**config.mk**
```make
export PLATFORM = sky130hd
export DESIGN_NAME = pc_sequencer_flat
export DESIGN_NICKNAME = d
export VERILOG_FILES = /design/src/rtl/pc_sequencer_if.sv /design/src/rtl/pc_sequencer.sv /design/src/flat_wrapper.sv
export SDC_FILE = /design/constraint.sdc
export NUM_CORES = 1
export LEC_CHECK = 0
export CORE_MARGIN = 10
export CORE_UTILIZATION = 44
export CTS_BUF_LIST = sky130_fd_sc_hd__clkbuf_8
export DETAILED_ROUTE_END_ITERATION = 10
export MAX_ROUTING_LAYER = met4
export PLACE_DENSITY = 0.93
export SKIP_LAST_GASP = 1
export SLEW_MARGIN = 20
export SYNTH_ARGS = -nofsm -noshare
export SYNTH_HDL_FRONTEND = slang
export SYNTH_SLANG_ARGS = --single-unit
```
**constraint.sdc**
```tcl
create_clock -name clk -period 2 [get_ports clk]
set_input_delay 0.4 -clock clk [delete_from_list [all_inputs] [get_ports clk]]
set_output_delay 0.4 -clock clk [all_outputs]
set_load 0.02 [all_outputs]
```
**src/rtl/pc_sequencer_if.sv**
```systemverilog
// pc_sequencer_if: decoder <-> program-counter sequencer bus.
// master = decoder side (drives requests), slave = sequencer side.
interface pc_sequencer_if #(
  parameter int program_code_size = 8,
  parameter int offset_width      = 8
);
  logic                         pc_inc;
  logic                         pc_branch;
  logic                         pc_jump;
  logic                         pc_call;
  logic                         pc_ret;
  logic [program_code_size-1:0] pc_target;
  logic [offset_width-1:0]      pc_offset;
  logic [program_code_size-1:0] pc_out;
  logic                         stack_empty;
  logic                         stack_full;
  logic                         stack_error;
  logic                         pc_wrap;

  modport master (
    output pc_inc, pc_branch, pc_jump, pc_call, pc_ret, pc_target, pc_offset,
    input  pc_out, stack_empty, stack_full, stack_error, pc_wrap
  );

  modport slave (
    input  pc_inc, pc_branch, pc_jump, pc_call, pc_ret, pc_target, pc_offset,
    output pc_out, stack_empty, stack_full, stack_error, pc_wrap
  );
endinterface

```
**src/rtl/pc_sequencer.sv**
```systemverilog
// pc_sequencer: program counter with increment, signed relative branch,
// absolute jump and an optional hardware call/return stack.
// Optional feature macro: PC_CALL_STACK_EN (defined -> call/ret stack built;
// undefined -> call/ret ignored, stack_empty=1, stack_full=0, stack_error=0).
// Priority: ret > call > jump > branch > inc > hold. All outputs registered.
module pc_sequencer #(
  parameter int                           program_code_size = 8,
  parameter int                           offset_width      = 8,
  parameter int                           stack_depth       = 4,
  parameter logic [program_code_size-1:0] reset_vector      = '0
) (
  input logic             clk,
  input logic             n_reset,
  pc_sequencer_if.slave   bus
);

  typedef logic [program_code_size-1:0] addr_t;

  // Sign-extend the branch offset to address width (signed size cast extends the sign).
  function automatic addr_t sext_offset(input logic signed [offset_width-1:0] off);
    return addr_t'(program_code_size'(off));
  endfunction

  addr_t pc_next;
  logic  wrap_next;

`ifdef PC_CALL_STACK_EN
  localparam int ptr_w = $clog2(stack_depth + 1);
  localparam int idx_w = (stack_depth > 1) ? $clog2(stack_depth) : 1;
  typedef logic [ptr_w-1:0] ptr_t;
  localparam ptr_t ptr_max = ptr_t'(stack_depth);

  addr_t stack_mem [stack_depth];
  ptr_t  ptr;
  ptr_t  ptr_next;
  logic  push;
  logic  err_next;
  addr_t ret_addr;
  addr_t top_of_stack;

  assign ret_addr     = bus.pc_out + addr_t'(1);
  assign top_of_stack = stack_mem[idx_w'(ptr - ptr_t'(1))];
`endif

  // Next-address selection by fixed priority; stack ops gate on pointer state.
  always_comb begin
    pc_next   = bus.pc_out;
    wrap_next = 1'b0;
`ifdef PC_CALL_STACK_EN
    ptr_next  = ptr;
    push      = 1'b0;
    err_next  = 1'b0;
    if (bus.pc_ret) begin
      if (ptr != '0) begin
        pc_next  = top_of_stack;
        ptr_next = ptr - ptr_t'(1);
      end else begin
        err_next = 1'b1;
      end
    end else if (bus.pc_call) begin
      if (ptr != ptr_max) begin
        push     = 1'b1;
        pc_next  = bus.pc_target;
        ptr_next = ptr + ptr_t'(1);
      end else begin
        err_next = 1'b1;
      end
    end else
`endif
    if (bus.pc_jump) begin
      pc_next = bus.pc_target;
    end else if (bus.pc_branch) begin
      // Relative to the branch's own address, not address + 1.
      pc_next = bus.pc_out + sext_offset(bus.pc_offset);
    end else if (bus.pc_inc) begin
      pc_next   = bus.pc_out + addr_t'(1);
      wrap_next = &bus.pc_out;
    end
  end

  // Program counter and wrap pulse register.
  always_ff @(posedge clk or negedge n_reset) begin
    if (!n_reset) begin
      bus.pc_out  <= reset_vector;
      bus.pc_wrap <= 1'b0;
    end else begin
      bus.pc_out  <= pc_next;
      bus.pc_wrap <= wrap_next;
    end
  end

`ifdef PC_CALL_STACK_EN
  // Stack pointer, flags derived from the next pointer, and error pulse.
  always_ff @(posedge clk or negedge n_reset) begin
    if (!n_reset) begin
      ptr             <= '0;
      bus.stack_empty <= 1'b1;
      bus.stack_full  <= 1'b0;
      bus.stack_error <= 1'b0;
    end else begin
      ptr             <= ptr_next;
      bus.stack_empty <= (ptr_next == '0);
      bus.stack_full  <= (ptr_next == ptr_max);
      bus.stack_error <= err_next;
    end
  end

  // Return-address storage; contents are don't-care after reset.
  always_ff @(posedge clk) begin
    if (push) begin
      stack_mem[idx_w'(ptr)] <= ret_addr;
    end
  end
`else
  assign bus.stack_empty = 1'b1;
  assign bus.stack_full  = 1'b0;
  assign bus.stack_error = 1'b0;
`endif

endmodule
```
**src/flat_wrapper.sv**
```systemverilog
// flat-port wrapper written by rule: the top's interface ports become plain ports
module pc_sequencer_flat 
#(
  parameter int                           program_code_size = 8,
  parameter int                           offset_width      = 8,
  parameter int                           stack_depth       = 4,
  parameter logic [program_code_size-1:0] reset_vector      = '0
)
  (clk, n_reset, bus_pc_inc, bus_pc_branch, bus_pc_jump, bus_pc_call, bus_pc_ret, bus_pc_target, bus_pc_offset, bus_pc_out, bus_stack_empty, bus_stack_full, bus_stack_error, bus_pc_wrap);
  pc_sequencer_if #(.program_code_size(program_code_size), .offset_width(offset_width)) bus_i ();
  input logic clk;
  input logic n_reset;
  input wire logic [$bits(bus_i.pc_inc)-1:0] bus_pc_inc;
  input wire logic [$bits(bus_i.pc_branch)-1:0] bus_pc_branch;
  input wire logic [$bits(bus_i.pc_jump)-1:0] bus_pc_jump;
  input wire logic [$bits(bus_i.pc_call)-1:0] bus_pc_call;
  input wire logic [$bits(bus_i.pc_ret)-1:0] bus_pc_ret;
  input wire logic [$bits(bus_i.pc_target)-1:0] bus_pc_target;
  input wire logic [$bits(bus_i.pc_offset)-1:0] bus_pc_offset;
  output wire logic [$bits(bus_i.pc_out)-1:0] bus_pc_out;
  output wire logic [$bits(bus_i.stack_empty)-1:0] bus_stack_empty;
  output wire logic [$bits(bus_i.stack_full)-1:0] bus_stack_full;
  output wire logic [$bits(bus_i.stack_error)-1:0] bus_stack_error;
  output wire logic [$bits(bus_i.pc_wrap)-1:0] bus_pc_wrap;
  assign bus_i.pc_inc = bus_pc_inc;
  assign bus_i.pc_branch = bus_pc_branch;
  assign bus_i.pc_jump = bus_pc_jump;
  assign bus_i.pc_call = bus_pc_call;
  assign bus_i.pc_ret = bus_pc_ret;
  assign bus_i.pc_target = bus_pc_target;
  assign bus_i.pc_offset = bus_pc_offset;
  assign bus_pc_out = bus_i.pc_out;
  assign bus_stack_empty = bus_i.stack_empty;
  assign bus_stack_full = bus_i.stack_full;
  assign bus_stack_error = bus_i.stack_error;
  assign bus_pc_wrap = bus_i.pc_wrap;
  pc_sequencer #(.program_code_size(program_code_size), .offset_width(offset_width), .stack_depth(stack_depth), .reset_vector(reset_vector)) u_core (.clk(clk), .n_reset(n_reset), .bus(bus_i));
endmodule
```
==> results of run 1 <==
## where the power goes
part	total (mW)	leakage, nW	internal (mW)	switching [mW]
Sequential	0.287	0.106	0.221	0.0655
Combinational	0.768	0.524	0.389	0.379
Clock	0.226	0.0269	0.135	0.0911
## state kept, by name, indices dropped and copies added, names as in the netlist
signal              count
u_core.bus.pc_out       8
u_core.bus.pc_wrap      1
## final cells by class
class | count | area, µm²
Multi-Input combinational cell | 83 | 747
Timing Repair Buffer | 48 | 440
Fill cell | 98 | 274
Sequential cell | 9 | 226
Clock buffer | 3 | 41.3
Tap cell | 25 | 31.3
Inverter | 5 | 18.8
Clock inverter | 1 | 3.75
## placed cells by master (no fill, tap or decap), drive strengths merged, types with 2 or more instances in the layout
master,Yosys,final
clkdlybuf4s50,0,22
buf,6,20
a21oi,10,10
dfrtp,9,9
o21ai,9,9
nor2,7,7
ha,7,7
inv,5,6
nor3,6,6
nand2,5,5
and2,5,5
nand3,5,5
a211oi,4,4
conb,2,3
clkbuf,1,3
dlymetal6s2s,0,3
or3,2,2
o22ai,2,2
xor2,2,2
dlygate4sd2,0,2
nor2b,2,2
nor3b,2,2
## worst min-delay path by stage
stage	to	cells after the start
floorplan	u_core.bus.pc_out[0]	0
global placement	u_core.bus.pc_out[0]	2
detailed placement	u_core.bus.pc_out[0]	2
CTS	u_core.bus.pc_out[3]	1
global route	u_core.bus.pc_out[2]	1
finish	u_core.bus.pc_out[5]	1
## what timing repair did
| item | 4_1_cts | 5_1_grt |
|---|---|---|
| pin swaps | 9 | 15 |
| setup buffers | 2 | 0 |
| setup endpoints to repair | 7 | 4 |
| resized for setup | 30 | 21 |
## layer usage
| layer | part of all wire, % | track usage, % | vias to the layer above |
|---|---|---|---|
| li1 | - | - | 458 |
| met1 | 40 | 19.3 | 488 |
| met2 | 49 | 27.4 | 66 |
| met3 | 8.8 | 4.01 | 13 |
| met4 | 2.7 | 6.28 | 0 |
| met5 | 0 | - | - |
## cells in the mapped netlist (2+ instances only)
cell type  number  area share, %
nor3b_1         2            1.8
o22ai_1         2            1.5
nor3_1          5            3.0
and2_1          5            3.7
buf_4           3            2.7
ha_1            7             10
or3_1           2            1.5
nand3_1         5            3.0
a21oi_1        10            5.9
conb_1          2           0.89
o21ai_0         6            3.5
nor2_1          7            3.1
dfrtp_1         9             27
nor2b_1         2            1.5
xor2_1          2            2.1
o21ai_1         3            1.8
a211oi_1        4            3.5
nand2_1         5            2.2
inv_1           5            2.2
buf_6           2            2.7
## stage by stage
stage          cell area, µm²  TNS, ps  hold WS, ps  total power [mW]
3_3_place_gp             1250    -2260          532             0.778
3_5_place_dp             1250    -3320          542             0.806
2_1_floorplan             856        0          104             0.556
5_1_grt                  1510    -30.9          511              1.33
6_report                 1510        0          485              1.28
4_1_cts                  1430    -19.3          494              1.14
## worst register-to-register path: stages, from the launching register on
cell and delay (ps):
dfrtp_1 420, ha_1 370, a211oi_4 340, nor3_4 100
o2111ai_2 170, nand3b_1 110, a221o_1 280
## cells by family (layout without fill, tap and decap cells)
family                   after synthesis  count (layout)  share of synthesized area (%)
flip-flops                             9               9                           26.6
adder cells (fa/ha/maj)                8               8                           12.7
AND/OR/NAND/NOR                       37              37                           23.9
XOR/XNOR                               2               2                           2.07
buffers and inverters                 12              57                           8.57
other                                  2               3                          0.887
AO/OA/AOI/OAI                         32              32                           24.1
multiplexers                           1               1                           1.18
==> run metrics, run 1 <==
status finished, final reports clean; pwr/cell area 849 nW/µm²; Setup Viol. Count Final 0; Util after Layout 84.6%; Setup crit end u_core.bus.pc_out[7]; Hold Path Class primary input to async pin; Root Driver clkbuf_8; Rows 15; Top FF cell, synth dfrtp_1; Reg2Reg Launch Point u_core.bus.pc_out[1]; Hold-fix buffers, CTS 0; worst skew pair latency 240 ps; clk sinks 9; Post-synth EDFFs 0; worst-path cell chain dlygate4sd2_1 -> nand2_1 -> inv_1 -> ha_1 -> a211oi_4 -> nor3_4 -> o2111ai_2 -> nand3b_1 -> a221o_1; critical path's slowest cell a211oi_4; Syn Area/Cell 8.22 µm²; GPL Wtd Cong 0.945; layout cell share with drive strength beyond 1 34.9%; final hold violations 0; FF+latch count, synth 9; area delta synth->final 78.1%; max frequency 502 MHz; Seq/Total Area, Yosys 26.6%; Slew Limit Fails 0; antenna violations before repair 0; largest net degree at the start of global routing 10; Via Count 1025; Detailed Routing Iterations Pass 1 4; vias in the first global route 1013; gr ovfl total 0; final period utilization 99.5%; CP peak stage delay 340 ps; CP max FO 3; PortBufs 29; nets@finish 181; CTS tree done; CP Data Required Time 2120 ps; crit path DAT 2110 ps; r2r endpoint u_core.bus.pc_out[7]; ys async rst share 100%; Top delay family on crit path compound AO/OA/AOI/OAI gates; antenna-violating nets left 0; CP Buf/Inv Count 2; WL per Instance 22.0 µm; Leakage 0.657 nW; htree depth 1; initial DRC count 53; CTS clk-pin slew, worst paths 50 ps; Residual DRC 0; Post-Synthesis Cells 103; core area 1780 µm²; IO Pins 35; post-synthesis cell type count 35; Finished Layout Cells 174; clk_skew 1.27 ps; min setup slack post-route 9.60 ps; CTS buffer count 3; Mapped Area 847 µm²; global-route wire length before repair 5320 µm; Critical Path Source bus_pc_offset[1]; pre-CTS setup slack -712 ps; placed insts 168; max-cap violations 0; die extent in x 63.9 µm; Crit path depth 9; placed wire-length estimate 2330 µm; Die H 63.9 µm; min Tclk post-route 1990 ps; Vias/cell 5.89; FF-to-FF setup slack 100 ps; Max Root-Sink Buffers 2; routed wire length 3820 µm; CP startpoint kind primary input; all-layer global routing usage 16.7%; Crit. End Element flop; worst reg2reg path depth 6; Die ar. 4080 µm²; Initial Utilization 47.5%; n_diodes 0; synth warn 0; Peak VDD IR 0.611 mV; Crit Path Class primary input to flop
Note: power is estimated with default switching activity, not from simulation.
==> inputs of run 2 (changes only) <==
CORE_UTILIZATION = 40   (was 44)
PLACE_DENSITY = 0.9   (was 0.93)
clock period = 1.8 ns   (was 2 ns; I/O delays follow)
==> run 2 against run 1 <==
Against the previous run: the run now ends with setup timing left; power is 8.9% higher; hold slack worse by 35 ps; final cell count is 4.0% higher; combinational power is 9.0% higher; utilization is 7.9 points lower; die area is 6.8% higher; flip-flop and latch count stayed put; critical endpoint is now u_core.bus.pc_out[4]; largest cell class unchanged.
==> run metrics, run 2 (same netlist as run 1, synthesis figures left out) <==
Crit Path Class flop to flop; Leakage 0.645 nW; WL per Instance 19.8 µm; htree depth 1; Crit. End Element flop; all-layer global routing usage 17.0%; critical path's slowest cell dfrtp_1; max frequency 528 MHz; final hold violations 0; CP Data Required Time 1980 ps; antenna violations before repair 0; layout cell share with drive strength beyond 1 39.6%; Worst-Margin Slew 506 ps; worst-path cell chain ha_4 -> inv_2 -> fa_2 -> nor2b_4 -> o21ai_2 -> nor3b_2 -> or3_1 -> a21oi_2; max reg flops 8; Pwr Total 1.40 mW; die extent in x 66.0 µm; Vias/cell 6.02; GPL Wtd Cong 0.978; area delta synth->final 79.5%; Die ar. 4360 µm²; CTS tree done; global-route wire length before repair 5650 µm; Total Neg Setup Slack -150 ps; clk_skew 3.29 ps; CP peak stage delay 390 ps; Detailed Routing Iterations Pass 1 4; CP max FO 2; PortBufs 29; Root Driver clkbuf_8; initial DRC count 108; placed wire-length estimate 2390 µm; worst rel slew slack 66.2%; pwr/cell area 918 nW/µm²; Hold Path Class primary input to async pin; nets@finish 186; Rows 16; antenna-violating nets left 0; min Tclk post-route 1900 ps; pre-CTS setup slack -713 ps; CP Buf/Inv Count 1; WL met1 1390 µm; most frequent cells in the layout buf_4 (23), clkdlybuf4s50_1 (21), dfrtp_1 (8); Max Root-Sink Buffers 2; IO Pins 35; CP startpoint kind flop; core area 1980 µm²; final period utilization 105%; vias in the first global route 1139; Net Sw Frac 40.6%; min setup slack post-route -95.4 ps; routed wire length 3590 µm; sequential power share 21.5%; Top delay family on crit path simple AND/OR/NAND/NOR gates; Slew Limit Fails 0; max-cap violations 0; internal cell power 0.829 mW; Via Count 1090; Switching Power 0.566 mW; Initial Utilization 42.7%; Clock Power Share 18.5%; Hold-fix buffers, CTS 0; CTS buffer count 3; status complete, but fails checks; Reg with most FFs u_core.bus.pc_out; Die H 66.0 µm; Routed met3 length 322 µm; Peak VDD IR 0.633 mV; worst skew pair latency 250 ps; WL met2 1710 µm; failing checks setup timing; RSZ-0062 raised after global routing yes; Residual DRC 0; gr ovfl total 0; n_diodes 0; DR top layer met4; Setup Viol. Count Final 3; CTS clk-pin slew, worst paths 50 ps; commonest non-fill, non-tap cell in the layout buf_4; largest net degree at the start of global routing 14; Util after Layout 76.7%; registers with the most flip-flops u_core.bus.pc_out: 8 flops, u_core.bus.pc_wrap: 1 flops; Hold WS 450 ps; Logic pwr share 60.0%; crit path DAT 2070 ps; clk sinks 9
run 2: changes by cell type in the layout (fill, tap and decap cells not counted), sizes merged:
cell	before	now
buf	20	26
clkdlybuf4s15	1	0
clkdlybuf4s50	22	21
dlygate4sd2	2	6
dlymetal6s2s	3	0
run 2: area by class of cell:
class	instances	area (µm²)
clock buffers	3	41.3
clock inverters	1	3.75
fillers	115	462
inverters	5	18.8
multi-input cells	83	733
flip-flops and latches	9	226
well taps	27	33.8
repair buffers	53	463
run 2: what timing repair did:
item                                    4_1_cts  5_1_grt
endpoints found under the setup margin        7        4
gates resized for setup                      44        3
setup buffers                                 2        0
pin swaps                                    21        6
run 2: final timing paths:
check | from | endpoint | slack (ps) | depth (start not counted)
setup / recovery | u_core.bus.pc_out[0] | u_core.bus.pc_out[4] | -100 | 8
hold / removal | n_reset | u_core.bus.pc_out[0] | 450 | 1
setup reg to reg | u_core.bus.pc_out[0] | u_core.bus.pc_out[4] | -100 | 8
hold reg to reg | u_core.bus.pc_out[3] | u_core.bus.pc_out[3] | 620 | 2
max in group asynchronous | n_reset | u_core.bus.pc_out[1] | 980 | 1
min in group clk | bus_pc_branch | u_core.bus.pc_wrap | 580 | 5
run 2: power groups by stage:
stage          clock, mW  sequential (mW)  combinational [mW]
2_1_floorplan          0            0.345               0.294
3_3_place_gp           0            0.289               0.626
3_5_place_dp           0            0.290               0.656
4_1_cts            0.243            0.299               0.798
5_1_grt            0.258            0.303               0.886
6_report           0.258            0.300               0.837
run 2: routing by layer:
layer | track usage (%) | vias up
li1 | - | 475
met1 | 18.8 | 516
met2 | 28.5 | 79
met3 | 3.39 | 20
met4 | 8.64 | 0
met5 | - | -
run 2: worst register-to-register path, stage by stage, from the launching register on:
cell and delay (ps):
dfrtp_1 390, ha_4 170, inv_2 50, fa_2 370, nor2b_4 140, o21ai_2 80, nor3b_2 160, or3_1 340
a21oi_2 130
run 2: per-stage QoR:
step / std cells / cell area (µm²)
2_1_floorplan: 104 / 888
3_3_place_gp: 175 / 1310
3_5_place_dp: 175 / 1310
4_1_cts: 181 / 1510
5_1_grt: 181 / 1520
6_report: 181 / 1520
==> inputs of run 3 (changes only) <==
CAP_MARGIN = 20   (was unset)
CORE_MARGIN = 3   (was 10)
MAX_ROUTING_LAYER = unset   (was met4)
==> run 3 against run 2 <==
Against the previous run: the run still ends with setup timing left; clock skew down 0.84 ps; clock power decreased by 5%; hold slack got worse by 2.9 ps; critical path depth is the same; count of clock-buffer cells in the layout is the same; die area shrank 38%; critical endpoint unchanged; maximum frequency rose by 1.6%; wire length is 0.75% lower; utilization is 3.5 points higher; combinational power grew 8.8%; largest cell class unchanged.
==> run metrics, run 3 (same netlist as run 1, synthesis figures left out) <==
Crit. End Element flop; max frequency 536 MHz; max-cap violations 0; Finished Layout Cells 187; Reg with most FFs u_core.bus.pc_out; Rows 16; vias in the first global route 1111; most frequent cells in the layout buf_4 (30), clkdlybuf4s50_1 (21), dfrtp_1 (8); antenna-violating nets left 0; routed wire length 3560 µm; min setup slack post-route -65.1 ps; commonest non-fill, non-tap cell in the layout buf_4; Max Root-Sink Buffers 2; antenna violations before repair 0; final hold violations 0; CP startpoint kind flop; Reg area 226 µm²; failing checks setup timing; RSZ-0062 raised after global routing yes; Peak VDD IR 0.579 mV; fillcell total 107; area delta synth->final 87.7%; max reg flops 8; Detailed Routing Iterations Pass 1 4; critical path's slowest cell dfrtp_1; CP Data Required Time 1970 ps; Residual DRC 0; largest net degree at the start of global routing 10; Setup Viol. Count Final 2; Vias/cell 5.88; n_diodes 0; CTS clk-pin slew, worst paths 50 ps; CTS tree done; CTS buffer count 3; Hold-fix buffers, CTS 0; final period utilization 104%; Via Count 1099; pre-CTS setup slack -752 ps; Hold WS 447 ps; Initial Utilization 42.7%; crit path DAT 2040 ps; worst-path cell chain ha_4 -> inv_2 -> fa_2 -> nor2b_4 -> o21ai_2 -> nor3b_2 -> or3_1 -> a21oi_2; status complete, but fails checks; CP max FO 2; IO Pins 35; all-layer global routing usage 28.1%; clk_skew 2.45 ps; global-route wire length before repair 5380 µm; Root Driver clkbuf_8; initial DRC count 62; layout cell share with drive strength beyond 1 42.5%; placed insts 179; die extent in x 52.0 µm; core area 1980 µm²; worst skew pair latency 250 ps; multi-input logic area 758 µm²; Die H 52.0 µm; htree depth 1; CP peak stage delay 390 ps; registers with the most flip-flops u_core.bus.pc_out: 8 flops, u_core.bus.pc_wrap: 1 flops; GPL Wtd Cong 0.934; nets@finish 192; Slew Limit Fails 0; gr ovfl total 0; min Tclk post-route 1870 ps; Leakage 0.685 nW; clk sinks 9; Hold Path Class primary input to async pin; Die ar. 2710 µm²; pwr/cell area 917 nW/µm²; placed wire-length estimate 2120 µm; WL per Instance 19.0 µm; PortBufs 29; Crit Path Class flop to flop
[run 3: worst paths after layout]
check / from / to / slack, ps / cells past startpoint
hold / removal: n_reset / u_core.bus.pc_out[2] / 450 / 1
setup reg to reg: u_core.bus.pc_out[0] / u_core.bus.pc_out[4] / -70 / 8
hold reg to reg: u_core.bus.pc_out[7] / u_core.bus.pc_wrap / 630 / 2
max in group asynchronous: n_reset / u_core.bus.pc_out[1] / 1000 / 1
setup / recovery: u_core.bus.pc_out[0] / u_core.bus.pc_out[4] / -70 / 8
min in group clk: bus_pc_branch / u_core.bus.pc_wrap / 590 / 5
[run 3: power breakdown]
group / switching, mW / total (mW) / leakage [nW] / internal [mW]
Clock: 0.0942 / 0.244 / 0.0269 / 0.150
Sequential: 0.0576 / 0.304 / 0.106 / 0.246
Combinational: 0.428 / 0.911 / 0.552 / 0.483
Total: 0.580 / 1.46 / 0.685 / 0.879
[run 3: layout make-up]
| type | count | share of cell area, % |
|---|---|---|
| flip-flops and latches | 9 | 14.2 |
| well taps | 27 | 2.12 |
| repair buffers | 59 | 31.9 |
| inverters | 5 | 1.18 |
| clock buffers | 3 | 2.60 |
| clock inverters | 1 | 0.236 |
| multi-input cells | 83 | 47.7 |
[run 3: worst max-delay path: cells and delay by family, from the launching register on]
family,cells,cell delay (ps)
adder cells (fa/ha/maj),2,520
AO/OA/AOI/OAI,2,220
AND/OR/NAND/NOR,3,620
buffers and inverters,1,40
flip-flops,1,390
[run 3: what timing repair did]
| action | 4_1_cts | 5_1_grt |
|---|---|---|
| setup buffers | 4 | 1 |
| resized for setup | 40 | 9 |
| pin swaps | 20 | 12 |
| setup endpoints to repair | 7 | 4 |
| gates cloned | 0 | 0 |
[run 3: per-layer routing]
layer	GRT usage, %	vias up	share of wire, %	routed length, µm
li1	-	483	-	-
met2	46.9	78	46	1640
met1	34.2	516	40	1410
met5	0	-	0	0
met4	12.7	0	4.5	161
met3	6.02	22	9.8	349
[run 3: per-stage QoR]
step                      TNS, ps  total power [mW]  area, µm²  utilization [%]
after floorplan              -221             0.639        888                -
after global placement      -3390             0.933       1340             67.8
after detailed placement    -3840             0.959       1340             67.8
after CTS                   -96.0              1.37       1560             78.5
after global routing         -362              1.54       1590             80.2
final                        -126              1.46       1590             80.2
